[src/rtl/packed_record_fifo.sv]
`default_nettype none
// ============================================================================
// Module   : packed_record_fifo
// Purpose  : FIFO of nested packed-struct records {hdr{tag,len}, data}.
//            The head-entry fields are exposed as separate output ports.
//            When MERGE=1, a write whose tag matches the tail record is
//            coalesced into it: the payloads are summed and hdr.len is
//            incremented. A plain push is used instead when the tail would
//            overflow len, or when the tail is being popped this cycle.
// Ports    : clk, rst       - clock and synchronous active-high reset
//            in_valid/in_ready, in_tag, in_data
//                           - write handshake and the incoming record
//            out_valid/out_ready, out_tag, out_len, out_data
//                           - pop handshake and the head record fields
//                             (the fields are zero when the FIFO is empty)
//            count          - current occupancy
// Revision : 1.0  initial release
// ============================================================================
module packed_record_fifo #(
    parameter int DEPTH  = 4,
    parameter int TAG_W  = 4,
    parameter int DATA_W = 16,
    parameter int MERGE  = 1
) (
    input  logic                       clk,
    input  logic                       rst,
    input  logic                       in_valid,
    output logic                       in_ready,
    input  logic [TAG_W-1:0]           in_tag,
    input  logic [DATA_W-1:0]          in_data,
    output logic                       out_valid,
    input  logic                       out_ready,
    output logic [TAG_W-1:0]           out_tag,
    output logic [7:0]                 out_len,
    output logic [DATA_W-1:0]          out_data,
    output logic [$clog2(DEPTH+1)-1:0] count
);

    localparam int c_PTR_W = $clog2(DEPTH);
    localparam int c_CNT_W = $clog2(DEPTH+1);

    // Record layout, MSB first: {hdr.tag, hdr.len, data}
    typedef struct packed {
        logic [TAG_W-1:0] tag;
        logic [7:0]       len;
    } hdr_t;

    typedef struct packed {
        hdr_t              hdr;
        logic [DATA_W-1:0] data;
    } rec_t;

    // ------------------------------------------------------------------
    // State
    // ------------------------------------------------------------------
    rec_t               mem_q [DEPTH];
    logic [c_PTR_W-1:0] rd_ptr_q, rd_ptr_d;
    logic [c_PTR_W-1:0] wr_ptr_q, wr_ptr_d;
    logic [c_CNT_W-1:0] count_q,  count_d;

    // ------------------------------------------------------------------
    // Handshake decode
    // ------------------------------------------------------------------
    logic               w_in_ready;
    logic               w_out_valid;
    logic               w_wr_acc;
    logic               w_pop;
    logic               w_merge;
    logic               w_push;
    logic               w_merge_ok;
    logic [c_PTR_W-1:0] w_tail_ptr;
    rec_t               w_tail;
    rec_t               w_head;

    // Both flags depend on the registered count only, so there is no
    // combinational path from the inputs to either of them.
    assign w_in_ready  = (count_q != c_CNT_W'(DEPTH));
    assign w_out_valid = (count_q != '0);

    assign w_wr_acc    = in_valid  && w_in_ready;
    assign w_pop       = out_ready && w_out_valid;

    // The tail is the most recently written slot, one behind wr_ptr.
    assign w_tail_ptr  = wr_ptr_q - c_PTR_W'(1);
    assign w_tail      = mem_q[w_tail_ptr];
    assign w_head      = mem_q[rd_ptr_q];

    // Coalescing condition without the MERGE gate. A tail that is leaving
    // this cycle (sole entry, being popped) must not absorb the write,
    // otherwise the new data would be lost with the popped record.
    assign w_merge_ok  = w_wr_acc
                      && w_out_valid
                      && (in_tag == w_tail.hdr.tag)
                      && (w_tail.hdr.len != 8'hFF)
                      && !((count_q == c_CNT_W'(1)) && w_pop);

    generate
        if (MERGE != 0) begin : g_merge
            assign w_merge = w_merge_ok;
        end else begin : g_no_merge
            assign w_merge = 1'b0;
        end
    endgenerate

    assign w_push = w_wr_acc && !w_merge;

    // ------------------------------------------------------------------
    // Next-state for pointers and occupancy
    // ------------------------------------------------------------------
    always_comb begin
        rd_ptr_d = rd_ptr_q;
        wr_ptr_d = wr_ptr_q;
        count_d  = count_q;

        if (w_push) begin
            wr_ptr_d = wr_ptr_q + c_PTR_W'(1);
        end
        if (w_pop) begin
            rd_ptr_d = rd_ptr_q + c_PTR_W'(1);
        end

        // A merge adds no entry, so only push and pop move the count.
        case ({w_push, w_pop})
            2'b10:   count_d = count_q + c_CNT_W'(1);
            2'b01:   count_d = count_q - c_CNT_W'(1);
            default: count_d = count_q;
        endcase
    end

    always_ff @(posedge clk) begin
        if (rst) begin
            rd_ptr_q <= '0;
            wr_ptr_q <= '0;
            count_q  <= '0;
        end else begin
            rd_ptr_q <= rd_ptr_d;
            wr_ptr_q <= wr_ptr_d;
            count_q  <= count_d;
        end
    end

    // ------------------------------------------------------------------
    // Record storage. Contents are don't-care after reset, so the array
    // has no reset; only the writes are suppressed while rst is high.
    // A merge rewrites only the tail's len and data fields and leaves
    // its tag alone.
    // ------------------------------------------------------------------
    always_ff @(posedge clk) begin
        if (!rst) begin
            if (w_push) begin
                mem_q[wr_ptr_q].hdr.tag <= in_tag;
                mem_q[wr_ptr_q].hdr.len <= 8'd1;
                mem_q[wr_ptr_q].data    <= in_data;
            end else if (w_merge) begin
                mem_q[w_tail_ptr].hdr.len <= w_tail.hdr.len + 8'd1;
                mem_q[w_tail_ptr].data    <= w_tail.data + in_data;
            end
        end
    end

    // ------------------------------------------------------------------
    // Outputs: the head record fields, forced to zero when empty
    // ------------------------------------------------------------------
    assign in_ready  = w_in_ready;
    assign out_valid = w_out_valid;
    assign count     = count_q;
    assign out_tag   = w_out_valid ? w_head.hdr.tag : '0;
    assign out_len   = w_out_valid ? w_head.hdr.len : '0;
    assign out_data  = w_out_valid ? w_head.data    : '0;

endmodule
`default_nettype wire

[config.mk]
export PLATFORM = sky130hd
export DESIGN_NAME = packed_record_fifo
export DESIGN_NICKNAME = d
export VERILOG_FILES = /design/src/rtl/packed_record_fifo.sv
export SDC_FILE = /design/constraint.sdc
export NUM_CORES = 1
export LEC_CHECK = 0
export BUFFER_PORTS_ARGS = -buffer_cell sky130_fd_sc_hd__clkbuf_2
export CORE_UTILIZATION = 62
export CTS_CLUSTER_DIAMETER = 120
export DETAILED_ROUTE_END_ITERATION = 7
export PLACE_DENSITY = 0.82
export REMOVE_ABC_BUFFERS = 1
export SETUP_SLACK_MARGIN = 0.4
export SYNTH_ARGS = -nofsm -noshare
export SYNTH_HDL_FRONTEND = slang
export SYNTH_SLANG_ARGS = --single-unit
export TNS_END_PERCENT = 20
[constraint.sdc]
create_clock -name clk -period 12.1 [get_ports clk]
set_clock_uncertainty 0.15 [all_clocks]
set_input_delay 2.42 -clock clk [delete_from_list [all_inputs] [get_ports clk]]
set_output_delay 2.42 -clock clk [all_outputs]
set_load 0.05 [all_outputs]
* Yosys cells after proc, flatten, opt, wreduce, memory -nomap -nowiden
Memory sizes are Yosys's and may differ from the RTL's. A register that Yosys moved wholly into a read port is not among the register bits. Index checks and enable logic that the tools add are counted.
Storage, ports and cells: flip-flop bits (word level) 7, bits of input ports 24, memory bits (writable) 112, memories 1, output and inout port bits 33
Operators by class: $add $sub $neg 7, equality and inequality tests 6, reductions and logical operators 13, multiplexer cells 16
Memories:
- mem_q | words 4, bits a word 28, rd ports 2, clocked after memory_dff 1, write ports 1, RTL line 56 | rec_t mem_q [DEPTH];
Operator list (count):
- $mux W28 | 1
- $reduce_or A28 Y1 | 1
- $add A16 B16 Y16 | 1
- $mux W16 | 1
- $add A8 B1 Y8 const B | 1
- $logic_and A1 B1 Y1 | 8
- $mux W2 | 4
- $mux W8 | 1
- $ne A8 B8 Y1 const B | 1
- $mux W1 | 7
- $pmux W3 S2 | 1
- $add A2 B1 Y2 const B | 2
- $eq A4 B4 Y1 | 1
- $mux W4 | 1
- $add A3 B1 Y3 const B | 1
- $eq A3 B1 Y1 const B | 1
- $ne A3 B3 Y1 const B | 1
- $reduce_bool A3 Y1 | 1
- $sub A3 B1 Y3 const B | 1
- $eq A2 B1 Y1 const B | 1
- $eq A2 B2 Y1 const B | 1
- $logic_not A1 Y1 | 2
- $reduce_bool A2 Y1 | 1
- $sub A2 B1 Y2 const B | 1

* Depth between registers and ports, before layout
depth in word-level cells 13, gate-level depth with buffers 13

* Least setup slack after synthesis
Ideal clock, no wire load.
path type input-to-reg, from input port in_valid, to memory mem_q[0][0] (netlist name) (enable), cell stages on the path 7, setup slack 6.692 ns, required time 11.537 ns, setup time 0.413 ns, buffers on the path 1, arrival time 4.845 ns, cells stage by stage inv_1 -> a311oi_1 -> nand4_2 -> nor4_4 -> buf_2 -> nand2_1 -> a21oi_1
Between the ends: longest elaborated chain between the ends 12
RTL lines:
- from (decl) | RTL line 27 | input logic in_valid,
- $logic_and A1 B1 Y1 (*) | RTL line 80 | assign w_wr_acc = in_valid && w_in_ready;
- $logic_and A1 B1 Y1 | RTL line 92 | && w_out_valid
- $logic_and A1 B1 Y1 | RTL line 93 | && (in_tag == w_tail.hdr.tag)
- $logic_and A1 B1 Y1 | RTL line 94 | && (w_tail.hdr.len != 8'hFF)
- $logic_and A1 B1 Y1 | RTL line 95 | && !((count_q == c_CNT_W'(1)) && w_pop);
- $logic_not A1 Y1 | RTL line 105 | assign w_push = w_wr_acc && !w_merge;
- $logic_and A1 B1 Y1 | RTL line 105
- $mux W1 | RTL line 150 | if (w_push) begin
- $mux W1 | RTL line 149 | if (!rst) begin
- $mux W1 (implied by the code) | RTL line 155, 156
- $reduce_or A28 Y1 (no source line)
- $mux W2 (no source line)
- to (decl) | RTL line 56
Every way passes the cells marked *; elsewhere a longest branch is shown, timed or not.

==> flow_summary.toml <==
[die]
die_w_um = 105.3
dieArea_mm2 = 0.01108
die_h_um = 105.3
rows = 37
core_mm2 = 0.01032
start_util_pct = 64.03
ios = 57

[worst_setup_path]
required_ps = 9530
cp.arrival_ps = 2660
ff2ff_setup_slack_ps = 7160
path_class = "flip-flop to output port"
worst-path-max-fanout = 20
cp-end-kind = "output port"
startpoint_type = "flip-flop"

[cts]
htreeDepth = 4
clock_path_buffers = 2
cts_tree = "done"
clkTransAtPathRegs_ps = 60
cts_hold_buffers = 0
clkLatencyLatePin_ps = 520
cts_num_sinks = 121
numCtsBuffers = 17
cts_root_buf = "clkbuf_8"
post_cts_buffers = 0
cts_resized = 0

[route]
vias = 4036
wl_per_cell_um = 21.70
drtAntennaViolNets = 0
wl_mm = 13.82
drt_iter0_drc = 328
vias_per_cell = 6.336
detail_route.first_pass.iterations = 5
drc = 0

[cells_and_area]
diodes = 0
utilization_pct = 73.46
nFillCells = 631
multi_input_area_mm2 = 0.002927
nNetsFinal = 534
syn2layout_area_growth_pct = 14.73
final_area_mm2 = 0.007584
seqCellArea_mm2 = 0.003545
drive_gt1_share_pct = 32.73

[timing]
report.final.slew_viol_count = 0
finalSetupViolCount = 0
hold_viol = 0
relSlewSlack_pct = 33.94
tightest_slew_ps = 988.4
fin_crit_ps = 5232
fin_crit_sh_pct = 43.24
rsz0062_at_grt = "no"
fin_tns_setup_ps = 0
max_freq_mhz = 191.1

[synthesis]
syn_avg_cell_area_um2 = 15.44
synth_area_leaders = "edfxtp_1 51%, mux4_2 17%, ha_1 4.0%"
yosysWarnings = 0
synth_area_mm2 = 0.006610
synth_edf_count = 112
synth_top_area_share_pct = 50.88
synth_top_cell_by_area = "edfxtp_1"
synth_ff_type = "edfxtp_1"
ys_async_sr_fraction_pct = 0
synth_cell_types = 52
synth_seq_cells = 121
synth-seq-area-share_pct = 53.61
postSynthCellCount = 428

[grt]
antenna_found_initial = 0
grt_pass1_wl_mm = 22.31
grt_pass1_vias = 4247
grt_usage_pct = 27.64
grt_overflow = 0
grt_max_degree = 31

[outcome]
outcome = "finished clean"

[placement]
placed_area_mm2 = 0.007015
hpwlAfterDp_mm = 8.847
placement.io_buffers = 56
gp_routability_congestion = 0.8038

[pwr]
power_w = 0.001643
powerDensity_mw_per_mm2 = 216.6
vdd_drop_max_v = 0.0001140
p_leak_nw = 2.665

[min_path]
hold_class = "flip-flop to flip-flop"

[flow_run]
drv_cap = 0
[routing by layer]
metal  vias up  share of wire [%]  routed length, um  global-route usage (%)
met3        20                5.8                807                   5.628
met1      2034                 41               5718                   36.99
met2       146                 51               7027                   44.92
met5         -                  0                  0                       0
met4         0                1.9                269                   11.07
li1       1836                  -                  -                       -
[cell usage after synthesis (all sizes together) (4+ instances only)]
cell type / instances
nand3: 4
and2: 36
edfxtp: 112
dfxtp: 9
nor3: 5
buf: 8
mux2: 12
a21oi: 20
a21o: 7
nor2: 21
o21ai: 10
xnor2: 18
xor2: 8
mux4: 56
a211oi: 5
ha: 21
nand2: 13
clkbuf: 15
inv: 9
[logic make-up (layout without fill, tap and decap cells)]
logic type | Yosys count | count (layout) | share of synthesized area [%]
and+or+nand+nor | 99 | 99 | 8.366
AOI/OAI and AO/OA | 59 | 59 | 6.039
buffers and inverters | 32 | 105 | 2.366
muxes | 69 | 69 | 21.67
xor gates and xnor gates | 26 | 26 | 3.672
DFF | 121 | 121 | 53.61
adders and majority gates | 22 | 22 | 4.278
[critical path: stages, from the launching register on]
cell and delay [ps]:
dfxtp_1 640, buf_4 460, mux4_2 590, and2_1 180, clkbuf_2 240
[through the flow]
| stage | worst slack [ps] | hold slack (ps) | cells |
|---|---|---|---|
| final | 6868 | 408.8 | 637 |
| after global routing | 6692 | 421.8 | 637 |
| after detailed placement | 6871 | 388.5 | 605 |
| after CTS | 6849 | 400.0 | 637 |
| after global placement | 6969 | 357.0 | 605 |
| after floorplan | 6644 | 334.7 | 405 |
[area by class of cell]
type | instances | area share [%]
flip-flops and latches | 121 | 46.74
multi-input cells | 275 | 38.59
clock buffers | 22 | 5.841
repair buffers | 64 | 4.488
well taps | 136 | 2.244
clock inverters | 10 | 1.650
inverters | 9 | 0.4455
[flip-flops by register name (all words and copies together), names as in the netlist, named ones only]
signal / count
wr_ptr_q: 2
rd_ptr_q: 2
count: 3
mem_q: 112
[cell usage in the layout, fill, tap and decap left out, types with 3 or more instances in the layout]
| cell | netlist | layout |
|---|---|---|
| clkbuf_1 | 15 | 4 |
| xnor2_1 | 16 | 16 |
| clkinv_2 | 0 | 4 |
| clkbuf_2 | 0 | 56 |
| buf_4 | 0 | 8 |
| a21oi_1 | 20 | 18 |
| nor2_1 | 21 | 21 |
| a21o_1 | 7 | 7 |
| nand3_1 | 4 | 4 |
| mux2_2 | 12 | 12 |
| edfxtp_1 | 112 | 112 |
| a211oi_1 | 5 | 5 |
| xor2_1 | 8 | 8 |
| inv_1 | 9 | 9 |
| and2_1 | 36 | 36 |
| dfxtp_1 | 9 | 8 |
| mux4_2 | 49 | 49 |
| nor3_1 | 5 | 5 |
| clkbuf_16 | 0 | 16 |
| o21ai_0 | 10 | 10 |
| bufinv_16 | 0 | 3 |
| mux4_1 | 7 | 7 |
| nand2_1 | 13 | 13 |
| ha_1 | 21 | 21 |
| or4_1 | 3 | 3 |
[worst paths after layout]
path                                   from           to  depth (start not counted)
worst max-delay path              flip-flop   out_tag[2]                          4
worst min-delay path            rd_ptr_q[0]    flip-flop                          2
worst max register to register  wr_ptr_q[0]  mem_q[3][5]                          8
worst min register to register  rd_ptr_q[0]    flip-flop                          2
[where the power goes]
| part | leakage, nW | internal (W) | switching [W] |
|---|---|---|---|
| clock | 0.278 | 0.000316 | 0.000173 |
| sequential | 1.10 | 0.000485 | 0.0000249 |
| combinational | 1.29 | 0.000212 | 0.000431 |
Power figures use the tool's default switching activity.
